File: src/rtl/tpu_operand_feeder.sv
// Operand feeder for tpu_core: buffers one A/B pair, streams K beats, captures C and drains it row by row.
// Optional WAIT watchdog is compiled in when TPU_FEEDER_WATCHDOG_EN is defined.
module tpu_operand_feeder #(
    parameter int N         = 4,
    parameter int W         = 8,
    parameter int ACC_W     = 20,
    parameter int KMAX      = 16,
    parameter int WD_CYCLES = 256
) (
    input  logic                     clk,
    input  logic                     rst,
    input  logic                     go,
    input  logic [15:0]              cfg_k,
    output logic                     busy,
    output logic                     seq_done,
    output logic                     err,
    input  logic                     ld_valid,
    output logic                     ld_ready,
    input  logic                     ld_sel,
    input  logic [$clog2(KMAX)-1:0]  ld_idx,
    input  logic [N*W-1:0]           ld_data,
    output logic                     core_start,
    output logic [15:0]              core_cfg_k,
    output logic                     core_in_valid,
    input  logic                     core_in_ready,
    output logic [N*W-1:0]           core_a_vec_flat,
    output logic [N*W-1:0]           core_b_vec_flat,
    input  logic                     core_done,
    input  logic [N*N*ACC_W-1:0]     core_C_flat,
    output logic                     res_valid,
    input  logic                     res_ready,
    output logic [N*ACC_W-1:0]       res_row,
    output logic [$clog2(N)-1:0]     res_idx,
    output logic                     res_last
);

    localparam int KW   = $clog2(KMAX);
    localparam int RW   = $clog2(N);
    localparam int VW   = N * W;
    localparam int ROWW = N * ACC_W;

    typedef enum logic [2:0] {IDLE, START, FEED, WAIT, DRAIN} state_t;

    state_t                 state;
    logic [VW-1:0]          abuf [KMAX];
    logic [VW-1:0]          bbuf [KMAX];
    logic [KW-1:0]          k;
    logic [KW-1:0]          k_next;
    logic [RW-1:0]          r;
    logic [VW-1:0]          a_vec;
    logic [VW-1:0]          b_vec;
    logic [N*N*ACC_W-1:0]   c_reg;
    logic                   load_en;
    logic                   go_legal;
    logic                   beat;
    logic                   last_beat;

`ifdef TPU_FEEDER_WATCHDOG_EN
    localparam int WDW = $clog2(WD_CYCLES + 1);
    logic [WDW-1:0]         wd;
`endif

    assign load_en   = ld_valid && (state == IDLE);
    assign go_legal  = (cfg_k != 16'd0) && (cfg_k <= 16'(KMAX));
    assign beat      = core_in_valid && core_in_ready;
    assign last_beat = (16'(k) == (core_cfg_k - 16'd1));
    assign k_next    = k + KW'(1);

    // Buffer contents survive reset; only the load port writes them.
    always_ff @(posedge clk) begin
        if (load_en) begin
            if (ld_sel)
                bbuf[ld_idx] <= ld_data;
            else
                abuf[ld_idx] <= ld_data;
        end
    end

    always_ff @(posedge clk) begin
        if (rst) begin
            state         <= IDLE;
            core_start    <= 1'b0;
            core_cfg_k    <= 16'd0;
            core_in_valid <= 1'b0;
            res_valid     <= 1'b0;
            seq_done      <= 1'b0;
            err           <= 1'b0;
            k             <= '0;
            r             <= '0;
`ifdef TPU_FEEDER_WATCHDOG_EN
            wd            <= '0;
`endif
        end else begin
            core_start <= 1'b0;
            seq_done   <= 1'b0;
            err        <= 1'b0;
            case (state)
                IDLE: begin
                    if (go) begin
                        if (go_legal) begin
                            core_cfg_k <= cfg_k;
                            core_start <= 1'b1;
                            state      <= START;
                        end else begin
                            err <= 1'b1;
                        end
                    end
                end
                START: begin
                    k             <= '0;
                    a_vec         <= abuf[0];
                    b_vec         <= bbuf[0];
                    core_in_valid <= 1'b1;
                    state         <= FEED;
                end
                FEED: begin
                    if (beat) begin
                        if (last_beat) begin
                            core_in_valid <= 1'b0;
                            state         <= WAIT;
`ifdef TPU_FEEDER_WATCHDOG_EN
                            wd            <= '0;
`endif
                        end else begin
                            k     <= k_next;
                            a_vec <= abuf[k_next];
                            b_vec <= bbuf[k_next];
                        end
                    end
                end
                WAIT: begin
                    if (core_done) begin
                        c_reg     <= core_C_flat;
                        r         <= '0;
                        res_valid <= 1'b1;
                        state     <= DRAIN;
                    end
`ifdef TPU_FEEDER_WATCHDOG_EN
                    else if (wd == WDW'(WD_CYCLES - 1)) begin
                        err   <= 1'b1;
                        state <= IDLE;
                    end else begin
                        wd <= wd + WDW'(1);
                    end
`endif
                end
                DRAIN: begin
                    if (res_ready) begin
                        if (r == RW'(N - 1)) begin
                            res_valid <= 1'b0;
                            seq_done  <= 1'b1;
                            r         <= '0;
                            state     <= IDLE;
                        end else begin
                            r <= r + RW'(1);
                        end
                    end
                end
                default: state <= IDLE;
            endcase
        end
    end

    // Data registers are not reset, so every data output is gated by its valid.
    assign busy            = (state != IDLE);
    assign ld_ready        = (state == IDLE);
    assign core_a_vec_flat = core_in_valid ? a_vec : '0;
    assign core_b_vec_flat = core_in_valid ? b_vec : '0;
    assign res_idx         = r;
    assign res_row         = res_valid ? c_reg[int'(r)*ROWW +: ROWW] : '0;
    assign res_last        = res_valid && (r == RW'(N - 1));

endmodule

File: config.mk
export PLATFORM = sky130hd
export DESIGN_NAME = tpu_operand_feeder
export DESIGN_NICKNAME = d
export VERILOG_FILES = /design/src/rtl/tpu_operand_feeder.sv
export SDC_FILE = /design/constraint.sdc
export NUM_CORES = 1
export LEC_CHECK = 0
export CORE_ASPECT_RATIO = 1.5
export CORE_MARGIN = 5
export CORE_UTILIZATION = 51
export DETAILED_ROUTE_END_ITERATION = 7
export PLACE_DENSITY_LB_ADDON = 0.1
export SYNTH_ARGS = -nofsm -noshare
export SYNTH_HDL_FRONTEND = slang
export SYNTH_SLANG_ARGS = --single-unit
File: constraint.sdc
create_clock -name clk -period 25.9 [get_ports clk]
set_input_delay 3.885 -clock clk [delete_from_list [all_inputs] [get_ports clk]]
set_output_delay 3.885 -clock clk [all_outputs]
set_load 0.1 [all_outputs]
After elaboration in Yosys (flattened, before gate mapping)
Memories as Yosys holds them, arrays and structs flattened.
Cells that the tools add are included.
- flip-flop bits (word level): 414
- bits in latches: 0
- bits in writable memories: 1024
- ROM bits: 0
- output and inout port bits: 170
- memories: 2
- add/sub/neg operators: 3
- $mul: 1
- divide/modulo/power cells: 0
- order comparisons: 1
- eq/ne operators: 14
- shift operators: 1
- multiplexer cells: 40
- bitwise operators: 5
- reductions and logical operators: 19
- memory list (memory ; words ; bits a word ; read ports ; clocked after Yosys merged registers in ; write ports ; line ; source):
    abuf ; 16 ; 32 ; 2 ; 0 ; 1 ; 45 ; logic [VW-1:0] abuf [KMAX];
    bbuf ; 16 ; 32 ; 2 ; 0 ; 1 ; 46 ; logic [VW-1:0] bbuf [KMAX];
- operator list (operator ; number):
    indexed part select 320 x 10 -> 80 bit ; 1
    2-to-1 mux 32 bit ; 6
    case mux 32 bit (2 select lines) ; 2
    2-to-1 mux 80 bit ; 1
    2-to-1 mux 3 bit ; 7
    equality test 4 x 16 -> 1 bit ; 1
    less-or-equal comparator 16 x 5 -> 1 bit, second input constant ; 1
    nonzero test 16 bit ; 1
    subtractor 16 x 1 -> 16 bit, second input constant ; 1
    case mux 3 bit (5 select lines) ; 1
    AND reduction 3 bit ; 5
    2-to-1 mux 1 bit ; 14
    inequality test 2 bit, second input constant ; 7
    2-to-1 mux 4 bit ; 2
    case mux 4 bit (2 select lines) ; 1
    AND reduction 4 bit ; 2
    AND reduction 7 bit ; 1
    equality test 3 x 2 -> 1 bit, second input constant ; 2
    2-to-1 mux 2 bit ; 3
    OR reduction 3 bit ; 2
    multiplier 2 x 3 -> 5 bit, second input constant ; 1
    inverter 1 bit ; 5
    adder 4 x 1 -> 4 bit, second input constant ; 1
    logical AND 1 bit ; 4
    10 further kinds ; 12

Logic depth before layout (Yosys ltp)
- word-level depth: 5
- gate-level depth with buffers: 9
- depth with buffers taken out: 8

Least setup slack after synthesis
OpenSTA, ideal clock, no wires.
- path type: input -> register
- start point: input rst
- end point: register c_reg[0], enable pin
- setup time: 1393 ps
- data arrival time: 25808 ps
- path slack: -1301 ps
- cell stages on the path: 2
- cell sequence: clkbuf_1 > nor3_1
- word-level cells in the longest chain between the ends: 2
- ends and longest elaborated chain (element ; line ; source):
    start, declared ; 11 ; input logic rst,
    inverter 1 bit (no line) ; - ;
    AND reduction 3 bit (no line) ; - ;
    end signal, assigned ; 133 ; c_reg <= core_C_flat;
    end, declared ; 52 ; logic [N*N*ACC_W-1:0] c_reg;
Every way passes these cells.
A chain may end at the register's enable or synchronous reset.

Final worst setup path
- start point: register r[0], in the netlist res_idx[0]
- end point: output res_row[24]
- word-level cells in the longest chain between the ends: 3
- ends and longest elaborated chain (element ; line ; source):
    start, declared ; 49 ; logic [RW-1:0] r;
    start signal, assigned ; 155 ; r <= r + RW'(1);
    multiplier 2 x 3 -> 5 bit ; 170 ; assign res_row = res_valid ? c_reg[int'(r)*ROWW +: ROWW] : '0;
    indexed part select 320 x 10 -> 80 bit ; 170 ;
    2-to-1 mux 80 bit ; 170 ;
    end, declared ; 32 ; output logic [N*ACC_W-1:0] res_row,
Every way passes these cells.

==> flow_summary_export.csv <==
group,metric,value,unit
timing,setup_tns,0,ns
timing,period_needed,8.23,ns
timing,drv_slew,0,
final_layout,final_util,0.626,
synthesis,synth_area_leaders,"edfxtp_1, mux4_2, and2_1, mux2_2, dfxtp_1",
outcome,outcome,"complete, no violations",
power_and_ir_drop,internal_power,0.00377,W
global_route,grt_busiest_layer,"met2",
timing,relSlewSlack,0.176,
synthesis,synthDominantCellAreaShare,0.768,
final_layout,multiInputGateArea,12000,um^2
route,via_count,27100,
min_path,worstHoldEndpoint,"core_cfg_k[13]$_SDFFE_PP0P_",
worst_setup_path,path_class,"flip-flop to output port",
die,start_util,0.514,
worst_setup_path,cp_top_family,"buffers and inverters",
route,drt-wirelength-per-cell,32.9,um
min_path,hold-path-cell-count,1,
min_path,hold_class,"flip-flop to flip-flop",
worst_setup_path,crit_path_end_kind,"output port",
synthesis,ys.flop_type,"edfxtp_1",
synthesis,syn_area,55100,um^2
die,dieWidth,278,um
timing,max_freq,0.122,GHz
route,finalWirelength,149000,um
power_and_ir_drop,p_switching,0.000917,W
clock_network,cts_resized,0,
synthesis,syn_nets,2741,
run,drv_cap,0,
worst_setup_path,reg2reg_from,"k[0]$_SDFFE_PP0P_",
clock_network,cts_max_level,4,
final_layout,mostFrequentLayoutCell,"edfxtp_1",
die,fp.dieH,412,um
global_route,grt_use_met1,0.316,
global_route,gr-total-overflow,0,
timing,max_slew.worst_pin.slew,1.23,ns
clock_network,clk_root_buffer_cell,"clkbuf_16",
timing,rsz0062_at_grt,"no",
synthesis,synth-seq-cells,1438,
route,postRouteAntennaNets,0,
die,io-pin-count,550,
synthesis,ys_warn_count,0,
synthesis,synth_edf_count,1408,
worst_setup_path,path_max_fanout,45,
place,post_dp_cell_area,62600,um^2
timing,fin_skew,0.0214,ns
power_and_ir_drop,swShare,0.196,
route,dr.pass1.iters,7,
global_route,grtUsageTotal,0.257,
worst_setup_path,r2r-end,"a_vec[5]$_DFFE_PP_",
worst_setup_path,rr_worst_depth,6,
worst_setup_path,worstPathRequired,22.01,ns
final_layout,ff_latch_area,42900,um^2
final_layout,final_area,67100,um^2
worst_setup_path,critPathLaunch,"res_idx[0]$_SDFFE_PP0P_",
route,via_per_inst,5.99,
worst_setup_path,crit_path_max_incr_delay,1.03,ns
final_layout,n_fill_cell,7358,
timing,final.period_utilization,0.318,
synthesis,synth-async-reset-ratio,0,
clock_network,cts_buffers,137,
global_route,grt_pass1_wl,211000,um
global_route,antenna_found_initial,26,
die,dieArea,115000,um^2
place,io_buffers,549,
timing,finalHoldViolations,0,
clock_network,cts_setup_buffers,0,
clock_network,cts.sinks,1438,
clock_network,clock_tree.buffer_depth,3,
power_and_ir_drop,p_leak,20.7,nW
worst_setup_path,worstSetupStartpointType,"flip-flop",
clock_network,cts-hold-fix-buffers,0,
die,row_count,147,
power_and_ir_drop,power.share.sequential,0.548,
worst_setup_path,rrSetupSlack,21.24,ns
power_and_ir_drop,irDropWorstVdd,78.3,uV
global_route,grt_max_degree,115,
worst_setup_path,crit_chain,"buf_4, mux4_2, and2_1, clkdlybuf4s50_1",
worst_setup_path,critPathBufInv,2,
synthesis,yosysUniqueCellTypes,50,
place,dp_hpwl,93000,um
die,core,107000,um^2
worst_setup_path,cp.arrival,4.34,ns
power_and_ir_drop,power_density,69.7,nW/um^2
synthesis,syn_area_per_cell,23.4,um^2
clock_network,clock_latency,0.76,ns
synthesis,yosysTopAreaCell,"edfxtp_1",
final_layout,areaGrowthSynthToFinish,21.9,%
final_layout,layout_common_cells,"edfxtp_1, clkdlybuf4s50_1, mux4_2",
synthesis,postSynthCellCount,2358,
route,drc,0,
global_route,grtUsageMet2,0.457,
synthesis,yosysSeqAreaShare,0.779,
place,place_congestion,0.978,
power_and_ir_drop,clock_power_share,0.429,
clock_network,clkTransAtPathRegs,0.06,ns
worst_setup_path,cp_slowest_cell,"clkdlybuf4s50_1",
global_route,grt_pass1_vias,28400,
final_layout,nNetsFinal,3367,
final_layout,drive_gt1_frac,0.250,
clock_network,cts_tree,"built",
min_path,hold_start,"core_cfg_k[13]$_SDFFE_PP0P_",
global_route,grtUsageMet3,0.0611,
timing,setup_viol,0,
route,drt_iter0_markers,2271,
power_and_ir_drop,combPwrFrac,0.023,
[worst reg2reg max path: cells and delay by family (launching register included)]
kind | cells | cell delay, ns
multiplexers | 3 | 1.26
buffers and inverters | 2 | 1.71
flip-flops | 1 | 0.94
adder cells (fa/ha/maj) | 1 | 0.50
[kinds of logic (layout without fill, tap and decap cells)]
group,count (synthesis),after routing,synth area share
flip-flops,1438,1438,0.779
multiplexers,470,470,0.178
AND/OR/NAND/NOR,282,282,0.0287
buffers and inverters,130,859,0.00895
AO/OA/AOI/OAI,28,28,0.00416
XOR/XNOR,7,7,0.00111
adder cells (fa/ha/maj),3,3,0.000682
other,0,16,0
[worst max path at each step]
stage                          to  slack [ns]  cells past startpoint
6_report              res_row[24]       17.67                      4
5_1_grt               res_row[36]       17.37                      4
4_1_cts                res_row[5]       17.49                      4
3_5_place_dp           res_row[5]       18.30                      4
3_3_place_gp           res_row[5]       18.31                      4
2_1_floorplan  c_reg[0]$_DFFE_PP_        8.77                      2
[power groups by stage]
stage	clock network, W	logic (W)	registers, W
after floorplan	0	0.0000117	0.00262
after global placement	0	0.000104	0.00262
after detailed placement	0	0.000107	0.00262
after CTS	0.00205	0.000108	0.00257
after global routing	0.00215	0.000113	0.00257
final	0.00201	0.000107	0.00257
[through the flow]
stage	power (W)	hold slack, ns	instances	setup WS, ns
after global routing	0.00483	0.542	4508	17.37
final	0.00468	0.522	4518	17.67
after floorplan	0.00263	0.493	2358	8.77
after detailed placement	0.00272	0.513	4260	18.30
after global placement	0.00272	0.508	4260	18.31
after CTS	0.00472	0.524	4502	17.49
[Yosys cell counts, drive strengths merged, types with 2 or more instances]
library cell and count:
edfxtp 1408, o21a 2, a31oi 2, or2 2, a21boi 2, o311ai 2
buf 46, clkbuf 75, nand2 14, and2 156, nand3 7, dfxtp 30
nor2b 3, and3 3, nor3 9, o21ai 5, nor2 62, or4 2
inv 9, mux2i 6, nor4 7, xor2 5, nand2b 3, mux4 400
or3 2, xnor2 2, mux2 64, o31ai 4, nor3b 3, ha 3
a22oi 2, o32ai 2, nand4 3
[final cells by class]
| class | instances | share of cell area |
|---|---|---|
| diodes | 16 | 0.000596 |
| clock buffers | 166 | 0.0541 |
| clock inverters | 76 | 0.0125 |
| inverters | 9 | 0.000503 |
| multi-input cells | 790 | 0.179 |
| flip-flops and latches | 1438 | 0.639 |
| well taps | 1415 | 0.0264 |
| repair buffers | 608 | 0.0884 |
[routing by layer]
metal | up-vias | share of wire
li1 | 11200 | -
met1 | 14500 | 0.36
met2 | 1069 | 0.53
met3 | 234 | 0.072
met4 | 20 | 0.029
met5 | - | 0.00088
Power figures use the tool's default switching activity.
